<file path="src/rtl/ioctl_host.sv">
// Host-side ioctl driver for the simulation top: streams an image into the core
// (download) and reads core memory back out (upload).
module ioctl_host #(
    parameter int         WR_GAP    = 3,
    parameter int         RD_LAT    = 2,
    parameter logic [7:0] UL_INDEX  = 8'd4,
    parameter int         UL_LENGTH = 64
) (
    input  logic        clk_sys,
    input  logic        reset,
    input  logic        dl_start,
    input  logic [7:0]  dl_index,
    input  logic [24:0] dl_length,
    output logic [24:0] src_addr,
    input  logic [7:0]  src_data,
    input  logic        ul_start,
    output logic        ioctl_download,
    output logic        ioctl_upload,
    input  logic        ioctl_upload_req,
    output logic        ioctl_wr,
    output logic [24:0] ioctl_addr,
    output logic [7:0]  ioctl_dout,
    input  logic [7:0]  ioctl_din,
    output logic [7:0]  ioctl_index,
    input  logic        ioctl_wait,
    output logic        ul_wr,
    output logic [24:0] ul_addr,
    output logic [7:0]  ul_data,
    output logic        busy,
    output logic        done
);

    localparam logic [3:0] S_IDLE     = 4'd0;
    localparam logic [3:0] S_DL_FETCH = 4'd1;
    localparam logic [3:0] S_DL_WRITE = 4'd2;
    localparam logic [3:0] S_DL_GAP   = 4'd3;
    localparam logic [3:0] S_DL_END   = 4'd4;
    localparam logic [3:0] S_UL_ADDR  = 4'd5;
    localparam logic [3:0] S_UL_WAIT  = 4'd6;
    localparam logic [3:0] S_UL_CAP   = 4'd7;
    localparam logic [3:0] S_UL_END   = 4'd8;

    localparam logic [15:0] GAP_LOAD = 16'(WR_GAP - 1);
    localparam logic [15:0] LAT_LOAD = 16'(RD_LAT - 1);
    localparam logic [25:0] UL_LEN26 = 26'(UL_LENGTH);

    logic [3:0]  r_state;
    logic [24:0] r_n;
    logic [24:0] r_len;
    logic [7:0]  r_index;
    logic [15:0] r_cnt;
    logic [24:0] r_ioctl_addr;
    logic [7:0]  r_dout;
    logic [24:0] r_ul_addr;
    logic [7:0]  r_ul_data;
    logic        r_req_d;
    logic        r_ul_pend;

    logic [25:0] w_n_inc;
    logic        w_dl_more;
    logic        w_ul_more;
    logic        w_ul_req;
    logic        w_in_dl;
    logic        w_in_ul;

    // 26-bit increment so UL_LENGTH = 2^25 terminates instead of wrapping.
    assign w_n_inc   = {1'b0, r_n} + 26'd1;
    assign w_dl_more = w_n_inc < {1'b0, r_len};
    assign w_ul_more = w_n_inc < UL_LEN26;
    assign w_ul_req  = ul_start | (ioctl_upload_req & ~r_req_d);
    assign w_in_dl   = (r_state == S_DL_FETCH) || (r_state == S_DL_WRITE) ||
                       (r_state == S_DL_GAP)   || (r_state == S_DL_END);
    assign w_in_ul   = (r_state == S_UL_ADDR) || (r_state == S_UL_WAIT) ||
                       (r_state == S_UL_CAP);

    always_ff @(posedge clk_sys) begin
        if (reset) begin
            r_state      <= S_IDLE;
            r_n          <= '0;
            r_len        <= '0;
            r_index      <= '0;
            r_cnt        <= '0;
            r_ioctl_addr <= '0;
            r_dout       <= '0;
            r_ul_addr    <= '0;
            r_ul_data    <= '0;
            r_req_d      <= 1'b0;
            r_ul_pend    <= 1'b0;
        end else begin
            r_req_d <= ioctl_upload_req;
            case (r_state)
                S_IDLE: begin
                    if (dl_start) begin
                        r_index <= dl_index;
                        r_len   <= dl_length;
                        r_n     <= '0;
                        r_state <= S_DL_FETCH;
                        if (w_ul_req) r_ul_pend <= 1'b1;
                    end else if (w_ul_req || r_ul_pend) begin
                        r_n          <= '0;
                        r_ioctl_addr <= '0;
                        r_ul_addr    <= '0;
                        r_ul_pend    <= 1'b0;
                        r_state      <= S_UL_ADDR;
                    end
                end
                S_DL_FETCH: begin
                    // Empty image: one gap cycle keeps ioctl_download up for two cycles.
                    if (r_len == 25'd0) begin
                        r_cnt   <= '0;
                        r_state <= S_DL_GAP;
                    end else if (!ioctl_wait) begin
                        r_ioctl_addr <= r_n;
                        r_state      <= S_DL_WRITE;
                    end
                end
                S_DL_WRITE: begin
                    r_dout  <= src_data;
                    r_cnt   <= GAP_LOAD;
                    r_state <= S_DL_GAP;
                end
                S_DL_GAP: begin
                    if (r_cnt == 16'd0) begin
                        if (w_dl_more) begin
                            r_n     <= w_n_inc[24:0];
                            r_state <= S_DL_FETCH;
                        end else begin
                            r_state <= S_DL_END;
                        end
                    end else begin
                        r_cnt <= r_cnt - 16'd1;
                    end
                end
                S_DL_END: r_state <= S_IDLE;
                S_UL_ADDR: begin
                    r_cnt   <= LAT_LOAD;
                    r_state <= S_UL_WAIT;
                end
                S_UL_WAIT: begin
                    if (r_cnt == 16'd0) r_state <= S_UL_CAP;
                    else                r_cnt   <= r_cnt - 16'd1;
                end
                S_UL_CAP: begin
                    r_ul_data <= ioctl_din;
                    if (w_ul_more) begin
                        r_n          <= w_n_inc[24:0];
                        r_ioctl_addr <= w_n_inc[24:0];
                        r_ul_addr    <= w_n_inc[24:0];
                        r_state      <= S_UL_ADDR;
                    end else begin
                        r_state <= S_UL_END;
                    end
                end
                S_UL_END: r_state <= S_IDLE;
                default:  r_state <= S_IDLE;
            endcase
            // Upload requests seen during a download are deferred, not dropped.
            if (w_in_dl && w_ul_req) r_ul_pend <= 1'b1;
        end
    end

    assign ioctl_download = (r_state == S_DL_FETCH) || (r_state == S_DL_WRITE) ||
                            (r_state == S_DL_GAP);
    assign ioctl_upload   = w_in_ul;
    assign ioctl_wr       = (r_state == S_DL_WRITE);
    assign ul_wr          = (r_state == S_UL_CAP);
    assign src_addr       = (r_state == S_DL_FETCH) ? r_n : 25'd0;
    assign ioctl_addr     = r_ioctl_addr;
    // Source data arrives in the write cycle itself; the register holds it afterwards.
    assign ioctl_dout     = (r_state == S_DL_WRITE) ? src_data : r_dout;
    assign ul_addr        = r_ul_addr;
    assign ul_data        = (r_state == S_UL_CAP) ? ioctl_din : r_ul_data;
    assign ioctl_index    = ioctl_download ? r_index : (w_in_ul ? UL_INDEX : 8'd0);
    assign busy           = (r_state != S_IDLE);
    assign done           = (r_state == S_DL_END) || (r_state == S_UL_END);

endmodule

</file>
<file path="config.mk">
export PLATFORM = sky130hd
export DESIGN_NAME = ioctl_host
export DESIGN_NICKNAME = d
export VERILOG_FILES = /design/src/rtl/ioctl_host.sv
export SDC_FILE = /design/constraint.sdc
export NUM_CORES = 1
export LEC_CHECK = 0
export ABC_AREA = 0
export CELL_PAD_IN_SITES_DETAIL_PLACEMENT = 1
export CELL_PAD_IN_SITES_GLOBAL_PLACEMENT = 2
export CORE_ASPECT_RATIO = 1.1
export CORE_MARGIN = 2
export CORE_UTILIZATION = 31
export CTS_BUF_LIST = sky130_fd_sc_hd__clkbuf_4 sky130_fd_sc_hd__clkbuf_8
export CTS_CLUSTER_DIAMETER = 60
export DETAILED_ROUTE_END_ITERATION = 7
export GPL_TIMING_DRIVEN = 0
export PLACE_DENSITY = 0.78
export SLEW_MARGIN = 30
export SYNTH_ARGS = -nofsm -noshare
export SYNTH_HDL_FRONTEND = slang
export SYNTH_SLANG_ARGS = --single-unit
</file>
<file path="constraint.sdc">
create_clock -name clk_sys -period 3.8 [get_ports clk_sys]
set_input_delay 0.38 -clock clk_sys [delete_from_list [all_inputs] [get_ports clk_sys]]
set_output_delay 0.38 -clock clk_sys [all_outputs]
set_load 0.02 [all_outputs]
</file>
Word level (Yosys, flattened, before mapping)
Index checks and enable logic that the tools add are counted.

word-level totals
  bits of input ports = 55
  ROM bits = 0
  bits in latches = 0
  register bits = 146
  output and inout port bits = 105
  memories = 0
  bits in writable memories = 0
  word-level logic and storage cells = 98

cells by class
  multipliers = 0
  reductions and logical operators = 26
  order comparisons = 2
  mux-type cells = 33
  add/sub/neg operators = 2
  eq/ne operators = 21
  shifts and indexed selects = 0
  divide/modulo/power cells = 0
  bitwise operators = 3

operators with widths
  operator                                                                        number
  25-bit two-way mux                                                              9
  25-bit case mux with 3 select lines                                             2
  16-bit case mux with 4 select lines                                             1
  25-bit case mux with 2 select lines                                             1
  16-bit two-way mux                                                              2
  4-bit two-way mux                                                               7
  4-bit case mux with 7 select lines                                              1
  25-bit by 1-bit adder with 26-bit output (second input constant)                1
  26-bit by 25-bit less-than comparator with 1-bit output                         1
  26-bit by 7-bit less-than comparator with 1-bit output (second input constant)  1
  25-bit zero test                                                                1
  8-bit two-way mux                                                               3
  4-bit by 3-bit == test with 1-bit output (second input constant)                4
  16-bit zero test                                                                1
  16-bit by 1-bit subtractor with 16-bit output (second input constant)           1
  2-bit inequality test (second input constant)                                   7
  3-bit nonzero test                                                              3
  4-bit by 2-bit == test with 1-bit output (second input constant)                2
  4-bit AND reduction                                                             2
  4-bit nonzero test                                                              2
  1-bit logical OR                                                                7
  3-bit two-way mux                                                               2
  2-bit by 1-bit inequality test with 1-bit output (second input constant)        3
  3-bit AND reduction                                                             2
  other kinds (16)                                                                21

Longest topological paths before layout
Gate-level depths: netlist of the first run.

  depth after elaboration = 8
  mapped depth = 16
  mapped depth without buffers = 15

Least setup slack after synthesis of the first run
Ideal clock, no wire load.

  path type = flip-flop to flip-flop
  from = register r_n[12]
  to = register r_n[4]
  setup time = 101 ps
  clock period less this slack = 3,388 ps
  required time = 3,699 ps
  arrival time = 3,287 ps
  stages on the path, launching flop included = 16
  slack = 412 ps
  path buffers = 2
  cell sequence = dfxtp_1 -> buf_2 -> nand4_1 -> nor4_4 -> nand4_1 -> xnor2_1 -> ha_1 -> a21o_1 -> a21o_1 -> a21oi_1 -> o311ai_0 -> nor2_1 -> a31o_2 -> nand2_2 -> buf_4 -> o41ai_1

between the ends
  longest elaborated chain between the ends = 4
  elaborated cells between the ends (all ways) = 6
  classes of those cells = 1 x add/sub; 2 x order compare; 2 x eq/ne; 1 x reduce/logical

RTL lines
  element                                                                                                                            line    text
  start: declaration                                                                                                                 48      logic [24:0] r_n;
  start signal: assignment                                                                                                           125     r_n <= w_n_inc[24:0];
  start signal: assignment                                                                                                           146     r_n <= w_n_inc[24:0];
  25-bit by 1-bit adder with 26-bit output (*)                                                                                       67      assign w_n_inc = {1'b0, r_n} + 26'd1;
  26-bit by 25-bit less-than comparator with 1-bit output or 26-bit by 7-bit less-than comparator with 1-bit output (tied branches)  68, 69
  2-bit inequality test (no source line) or 2-bit by 1-bit inequality test with 1-bit output (tied branches)                         --
  5-bit AND reduction (no source line) (*)                                                                                           --

Mark *: on every way between the ends. The rest lies on a longest branch, timed or not.
A chain may end at the register's enable or synchronous reset.

Worst setup path in the final report of the first run
  from = register r_n[12]
  to = register r_n[22]

between the ends
  longest elaborated chain between the ends = 4
  elaborated cells between the ends (all ways) = 10
  classes of those cells = 1 x add/sub; 2 x order compare; 2 x eq/ne; 4 x mux; 1 x reduce/logical

RTL lines
  element                                                                                      line  text
  25-bit by 1-bit adder with 26-bit output (*)                                                 67
  26-bit by 25-bit less-than comparator with 1-bit output (tied with other cells)              68    assign w_dl_more = w_n_inc < {1'b0, r_len};
  2-bit inequality test (no source line) (tied with other cells)                               --
  5-bit AND reduction (no source line) or 25-bit case mux with 3 select lines (tied branches)  --

Mark *: on every way between the ends. The rest lies on a longest branch, timed or not. The select of a mux whose other input is x is not followed.

==> results of run 1 <==
[per-stage QoR]
stage               power (µW)  utilization, %
global placement          4950            39.2
detailed placement        4980            39.2
global route              6920            43.5
CTS                       6370            41.7
floorplan                 3940               -
finish                    6460            43.5
[sequential cells by signal, summed over array words and instances (netlist names)]
| name | count |
|---|---|
| r_len | 25 |
| ioctl_addr | 25 |
| r_n | 25 |
| ul_addr | 25 |
| r_dout | 8 |
| r_cnt | 16 |
| r_ul_data | 8 |
| r_index | 8 |
| r_ul_pend | 1 |
| r_req_d | 1 |
| r_state | 4 |
[repair_timing]
item                       in CTS  in global routing
resized for setup              34                 64
setup endpoints to repair      81                 87
buffers inserted                6                 21
pin swaps                       8                 14
gates cloned                    0                  1
hold endpoints to repair        0                  0
[kinds of logic after synthesis]
family,count (synthesis)
xor+xnor,43
compound gates,192
buf+inv,106
fa+ha+maj,24
flops,146
mux,21
simple gates,429
[synthesized netlist by cell type, drive strengths merged, types with 4 or more instances]
library cell | instances | area [µm²]
and3 | 8 | 50.1
and4 | 4 | 35.0
a22o | 6 | 52.6
o41ai | 8 | 70.1
xnor2 | 31 | 279
nor2 | 81 | 304
or4 | 5 | 41.3
a21boi | 4 | 30.0
o211ai | 6 | 45.0
a21oi | 84 | 424
xor2 | 11 | 96.3
mux2i | 11 | 110
mux2 | 10 | 113
nand2b | 15 | 93.8
nor2b | 13 | 81.3
nor4 | 14 | 130
or3 | 9 | 56.3
nand3b | 5 | 37.5
nand3 | 24 | 133
ha | 23 | 288
nor3 | 41 | 215
buf | 19 | 100
dfxtp | 146 | 2920
a31oi | 5 | 31.3
nand2 | 127 | 479
nand4 | 16 | 143
clkbuf | 48 | 181
a211oi | 31 | 295
and2 | 52 | 325
o21ai | 15 | 75.1
inv | 39 | 146
nand4b | 8 | 70.1
[path summary, 6_finish.rpt]
kind / startpoint / to / slack [ns]
setup / recovery: r_n[12] / r_n[22] / 0.11
hold / removal: dl_length[9] / r_len[9] / 0.44
setup reg to reg: r_n[12] / r_n[22] / 0.11
hold reg to reg: r_index[0] / r_index[0] / 0.46
[power by group through the flow]
stage          Sequential (µW)  Combinational [µW]  Clock (µW)
2_1_floorplan             2000                1950           0
3_3_place_gp              1950                3000           0
3_5_place_dp              1960                3030           0
4_1_cts                   1920                3060        1390
5_1_grt                   1950                3520        1450
6_report                  1910                3200        1350
[layout make-up]
cell class              instances  area (µm²)
well taps                     315         394
flip-flops and latches        146        2940
clock buffers                  17         234
inverters                      39         146
clock inverters                15         195
repair buffers                187        1820
plain buffers                  66         342
multi-input cells             709        4860
fillers                      2957       14200
[worst max-delay path, stage by stage, from the launching register on]
cell                       delay (ns)
sky130_fd_sc_hd__dfxtp_2         0.34
sky130_fd_sc_hd__buf_6           0.13
sky130_fd_sc_hd__nand4_1         0.14
sky130_fd_sc_hd__buf_4           0.19
sky130_fd_sc_hd__nor4_4          0.30
sky130_fd_sc_hd__buf_4           0.17
sky130_fd_sc_hd__nand4_1         0.19
sky130_fd_sc_hd__xnor2_2         0.30
sky130_fd_sc_hd__ha_1            0.30
sky130_fd_sc_hd__a21o_1          0.18
sky130_fd_sc_hd__a21o_1          0.17
sky130_fd_sc_hd__a21oi_1         0.14
sky130_fd_sc_hd__o311ai_1        0.12
sky130_fd_sc_hd__nor2_2          0.22
sky130_fd_sc_hd__a31o_4          0.23
sky130_fd_sc_hd__nand2_8         0.08
sky130_fd_sc_hd__buf_4           0.17
sky130_fd_sc_hd__o41ai_1         0.23
[routing by layer]
layer	up-vias	part of all wire, %	track usage, %
li1	3783	-	-
met4	0	2.4	6.10
met1	3756	43	26.3
met5	-	0	0
met3	42	3.7	3.60
met2	170	51	38.3
==> results.ini, run 1 <==
[global_routing]
grt_max_degree = 18
wire_length_of_the_first_global_routing_pass_mm = 43.9
antenna_found_initial = 0
grt_pass1_vias = 7761
gr-total-overflow = 0
groute.usage.overall_pct = 21.4

[yosys]
synth_enable_flop_cells = 0
synth_warnings = 0
ys_ff_latch = 146
synth.distinct_cells = 73
syn-mean-instance-area_um2 = 8.17
postSynthCellCount = 961
dominant_combinational_cell_family_by_area_after_synthesis = simple AND/OR/NAND/NOR gates
post_synth_fa_ha_maj_area_fraction_pct = 3.79
synth_sequential_area_ratio_pct = 37.2
netlist_area_um2 = 7850
synth-simple-area-share_pct = 28.7
muxShareOfSynthArea_pct = 2.84
synth_compound_area_share_pct = 16.9
prevailing_post_synth_register_cell = sky130_fd_sc_hd__dfxtp_1
syn_nets = 1039
asyncSetResetFlopFracSynth_pct = 0
synthXorXnorAreaFrac_pct = 5.07

[placed_design]
place.detailed.hpwl_mm = 21.2
dpl_worst_slack_ns = -0.643
io_buffers = 159
dp.cells = 1435
place.gp.congestion = 0.881
placed_cell_area_um2 = 9840

[drt]
routed-via-count = 7751
vias_per_cell = 5.19
drtIter0Drc = 367
post_drt_wl_per_cell_um = 19.2
detail_route.drc_violations = 0
totalWireLength_mm = 28.6
drt_pass1_iterations = 5
drt.antenna.violating_nets = 0

[final_layout]
drive_above_1_share_pct = 14.2
most_used_cells_in_the_layout_excluding_fill_and_tap_cells = 159 x sky130_fd_sc_hd__clkdlybuf4s50_1, 136 x sky130_fd_sc_hd__dfxtp_1, 126 x sky130_fd_sc_hd__nand2_1
layout.cells.non_filler = 1494
areaGrowthSynthToFinish_pct = 39.3
design_area_um2 = 10900
num-nets-final = 1244
antenna-diode-count = 0
mostFrequentLayoutCell = sky130_fd_sc_hd__clkdlybuf4s50_1

[critical_path]
worstPathArrival_ns = 4.07
reg2reg_depth = 17
cp.required_ns = 4.18
critPathKind = flip-flop to flip-flop
worstPathMaxFanout = 7
worstSetupStartpointType = flip-flop
setup.worst_path.end_class = flip-flop

[power_and_ir_drop]
static-leakage-power_uw = 0.00410
internal_power_uw = 3580
combinationalPowerShare_pct = 49.5
p_sw_share_pct = 44.5
power_density_nw_per_um2 = 591
peakVddDrop_uv = 269
clock_power_share_pct = 20.8
total_switching_power_uw = 2880
power_frac_seq_pct = 29.6

[sta]
timing_max_transition_violations_final = 0
setup_viol = 0
slew-limit-headroom_pct = 42.1
max_clock_freq_ghz = 0.271
finalCriticalPeriod_ns = 3.69
final_hold_violation_count = 0
layout_setup_ws_ns = 0.109
final.hold.worst_slack_ns = 0.436
tightest_slew_ns = 0.869
final.setup.tns_ns = 0
min_period_over_period_pct = 97.1
worst_clock_skew_ns = 0.0132

[cts]
clock_tree_from_tritoncts = done
clkTransAtPathRegs_ns = 0.10
postCtsHoldBufs = 0
cts_inserted_buffers = 17
cts_root_buffer = sky130_fd_sc_hd__clkbuf_8
clock_tree.buffer_depth = 2
clock_latency_ns = 0.48
cts_htree_levels = 4
sinks_on_the_clock_net = 146

[min_path]
hold_depth = 3
timing.hold.worst.class = primary input to flip-flop

[die]
rows = 61
floorplan.initialDensity_pct = 31.3
chip_height_um = 171
dieArea_um2 = 26600
floorplan.io_pins = 160
placeableCoreArea_um2 = 25100
die_w_um = 156

[status]
outcome = finished clean

[run]
drv.max_cap_violation_count = 0

Note: power is estimated with default switching activity, not from simulation.
==> inputs of run 2 (changes only) <==
- GPL_TIMING_DRIVEN: 0 -> unset
- HOLD_SLACK_MARGIN: unset -> 0.06
==> results.ini, run 2 (same netlist as run 1, synthesis figures left out) <==
[global_routing]
gr-total-overflow = 0  ; unchanged
groute.usage.overall_pct = 20.8  ; -0.53 points
antenna_found_initial = 0  ; unchanged
grt_max_degree = 75  ; +57
grt_pass1_vias = 7916  ; +2.0%
wire_length_of_the_first_global_routing_pass_mm = 43.3  ; -1.3%

[drt]
routed-via-count = 7665  ; -1.1%
drtIter0Drc = 403  ; +9.8%
vias_per_cell = 5.19  ; about the same
totalWireLength_mm = 27.5  ; -4.0%
detail_route.drc_violations = 0  ; unchanged
post_drt_wl_per_cell_um = 18.6  ; -2.9%
drt.antenna.violating_nets = 0  ; unchanged
drt_pass1_iterations = 5  ; unchanged

[cts]
sinks_on_the_clock_net = 146  ; unchanged
postCtsHoldBufs = 0  ; unchanged
clock_tree_from_tritoncts = done
cts_htree_levels = 4  ; unchanged
clock_latency_ns = 0.47  ; about the same
clkTransAtPathRegs_ns = 0.10  ; about the same
cts_root_buffer = sky130_fd_sc_hd__clkbuf_8
cts_inserted_buffers = 17  ; unchanged
clock_tree.buffer_depth = 2  ; unchanged

[critical_path]
critical_path_depth = 16  ; -1
worstPathArrival_ns = 4.05  ; -0.02 ns
crit_buf_inv = 4  ; unchanged
timing.critical_path.to = r_n[5]
reg2reg_slack_ns = 0.14  ; +0.03 ns
worstSetupStartpointType = flip-flop
critPathMostFrequentCell = sky130_fd_sc_hd__buf_4
cp_cell_sequence = nand4_1 -> buf_4 -> or3_4 -> or4_4 -> xnor2_4 -> ha_1 -> nand4_1 -> buf_4 -> nor2_1 -> o211ai_1 -> a211o_1 -> a31o_2 -> nand2_4 -> buf_4 -> buf_6 -> mux2i_1
crit_path_slowest_cell = sky130_fd_sc_hd__or4_4
critPathMaxStageDelay_ns = 0.47  ; +0.13 ns
critical_path.reg2reg.endpoint = r_n[5]
critPathLaunch = r_n[15]
setup.worst_path.end_class = flip-flop
critPathKind = flip-flop to flip-flop
worstPathMaxFanout = 6  ; -1
cp.required_ns = 4.19  ; about the same
reg2reg_depth = 16  ; -1
timing.critical_path.max_delay_family = simple AND/OR/NAND/NOR gates
worst_r2r_startpoint = r_n[15]

[die]
floorplan.initialDensity_pct = 31.3  ; unchanged
chip_height_um = 171  ; unchanged
die_w_um = 156  ; unchanged
placeableCoreArea_um2 = 25100  ; unchanged
dieArea_um2 = 26600  ; unchanged
floorplan.io_pins = 160  ; unchanged
rows = 61  ; unchanged

[final_layout]
layout.cells.non_filler = 1477  ; -1.1%
most_used_cells_in_the_layout_excluding_fill_and_tap_cells = 158 x sky130_fd_sc_hd__clkdlybuf4s50_1, 136 x sky130_fd_sc_hd__dfxtp_1, 125 x sky130_fd_sc_hd__nand2_1
design_area_um2 = 10700  ; -2.3%
areaGrowthSynthToFinish_pct = 36.1
num-nets-final = 1227  ; -1.4%
drive_above_1_share_pct = 15.3  ; +1.1 points
antenna-diode-count = 0  ; unchanged
mostFrequentLayoutCell = sky130_fd_sc_hd__clkdlybuf4s50_1

[min_path]
timing.hold.worst.class = flip-flop to flip-flop

[placed_design]
io_buffers = 159  ; unchanged
placed_cell_area_um2 = 10100  ; +3.0%
place.gp.congestion = 0.904  ; +2.6%
dp.cells = 1444  ; +0.63%
place.detailed.hpwl_mm = 20.1  ; -4.8%

[power_and_ir_drop]
combinationalPowerShare_pct = 48.0  ; -1.5 points
p_sw_share_pct = 43.3  ; -1.2 points
internal_power_uw = 3590  ; +0.20%
power_frac_seq_pct = 31.1  ; +1.5 points
peakVddDrop_uv = 407  ; +51%
clock_power_share_pct = 20.9  ; about the same
total_switching_power_uw = 2740  ; -4.7%
static-leakage-power_uw = 0.00405  ; -1.0%
power_density_nw_per_um2 = 593  ; +0.39%
post-layout-total-power_uw = 6330  ; -2.0%

[sta]
timing_max_transition_violations_final = 0  ; unchanged
finalCriticalPeriod_ns = 3.66  ; -0.0300 ns
tightest_slew_ns = 1.07  ; +0.205 ns
worst_clock_skew_ns = 0.0189  ; +0.00562 ns
slew-limit-headroom_pct = 28.2  ; -14 points
setup_viol = 0  ; unchanged
final_hold_violation_count = 0  ; unchanged
max_clock_freq_ghz = 0.273  ; +0.82%
min_period_over_period_pct = 96.4  ; -0.79 points

[status]
outcome = finished clean

[run]
drv.max_cap_violation_count = 0  ; unchanged

[run 2: what timing repair did]
item / 4_1_cts / 5_1_grt
gates cloned: 0 / 0
gates resized for setup: 7 / 25
setup buffers: 0 / 1
pin swaps: 0 / 9
endpoints found under the setup margin: 8 / 22
[run 2: worst reg2reg max path, delay by kind of cell, from the launching register on]
family,cells,cell delay (ns)
flip-flops,1,0.37
buffers and inverters,4,0.64
adder cells (fa/ha/maj),1,0.30
XOR/XNOR,1,0.18
AND/OR/NAND/NOR,6,1.28
AO/OA/AOI/OAI,3,0.64
multiplexers,1,0.19
[run 2: layer usage]
metal  vias to the layer above  part of all wire (%)  GRT usage [%]  wire (µm)
li1                       3729                     -              -          -
met1                      3752                    43           24.7      11700
met2                       152                    52           38.1      14200
met3                        32                   3.2           3.22        871
met4                         0                   2.6           7.30        712
met5                         -                     0              0          0
[run 2: through the flow]
step / setup TNS [ns] / hold slack (ns) / util [%] / worst slack [ns]
after floorplan: 0 / 0.432 / - / 0.412
after global routing: -0.0471 / 0.451 / 42.5 / -0.0193
after CTS: 0 / 0.436 / 42.1 / 0.00188
after global placement: -0.0491 / 0.439 / 40.4 / -0.0469
final: 0 / 0.458 / 42.5 / 0.138
after detailed placement: -0.307 / 0.446 / 40.4 / -0.169
[run 2: final cells by class]
class | instances | area, µm²
clock buffer | 17 | 234
clock inverter | 15 | 170
fill | 2999 | 14400
inverter | 39 | 146
multi-input combinational | 709 | 4620
sequential | 146 | 2940
tap | 315 | 394
timing repair buffer | 236 | 2180
[run 2: power groups by stage]
stage	Clock, µW	Sequential [µW]	Combinational [µW]
floorplan	0	2000	1950
global placement	0	2000	2980
detailed placement	0	2000	3030
CTS	1370	1970	3050
global route	1430	2000	3350
finish	1330	1970	3040
[run 2: how the worst min path moves through the flow]
| stage | startpoint | endpoint | slack [ns] | cells after the start |
|---|---|---|---|---|
| after CTS | dl_index[7] | r_index[7] | 0.44 | 3 |
| after global placement | r_index[3] | r_index[3] | 0.44 | 2 |
| final | r_index[4] | r_index[4] | 0.46 | 2 |
| after detailed placement | r_index[4] | r_index[4] | 0.45 | 2 |
| after floorplan | r_index[0] | r_index[0] | 0.43 | 2 |
| after global routing | dl_index[7] | r_index[7] | 0.45 | 3 |
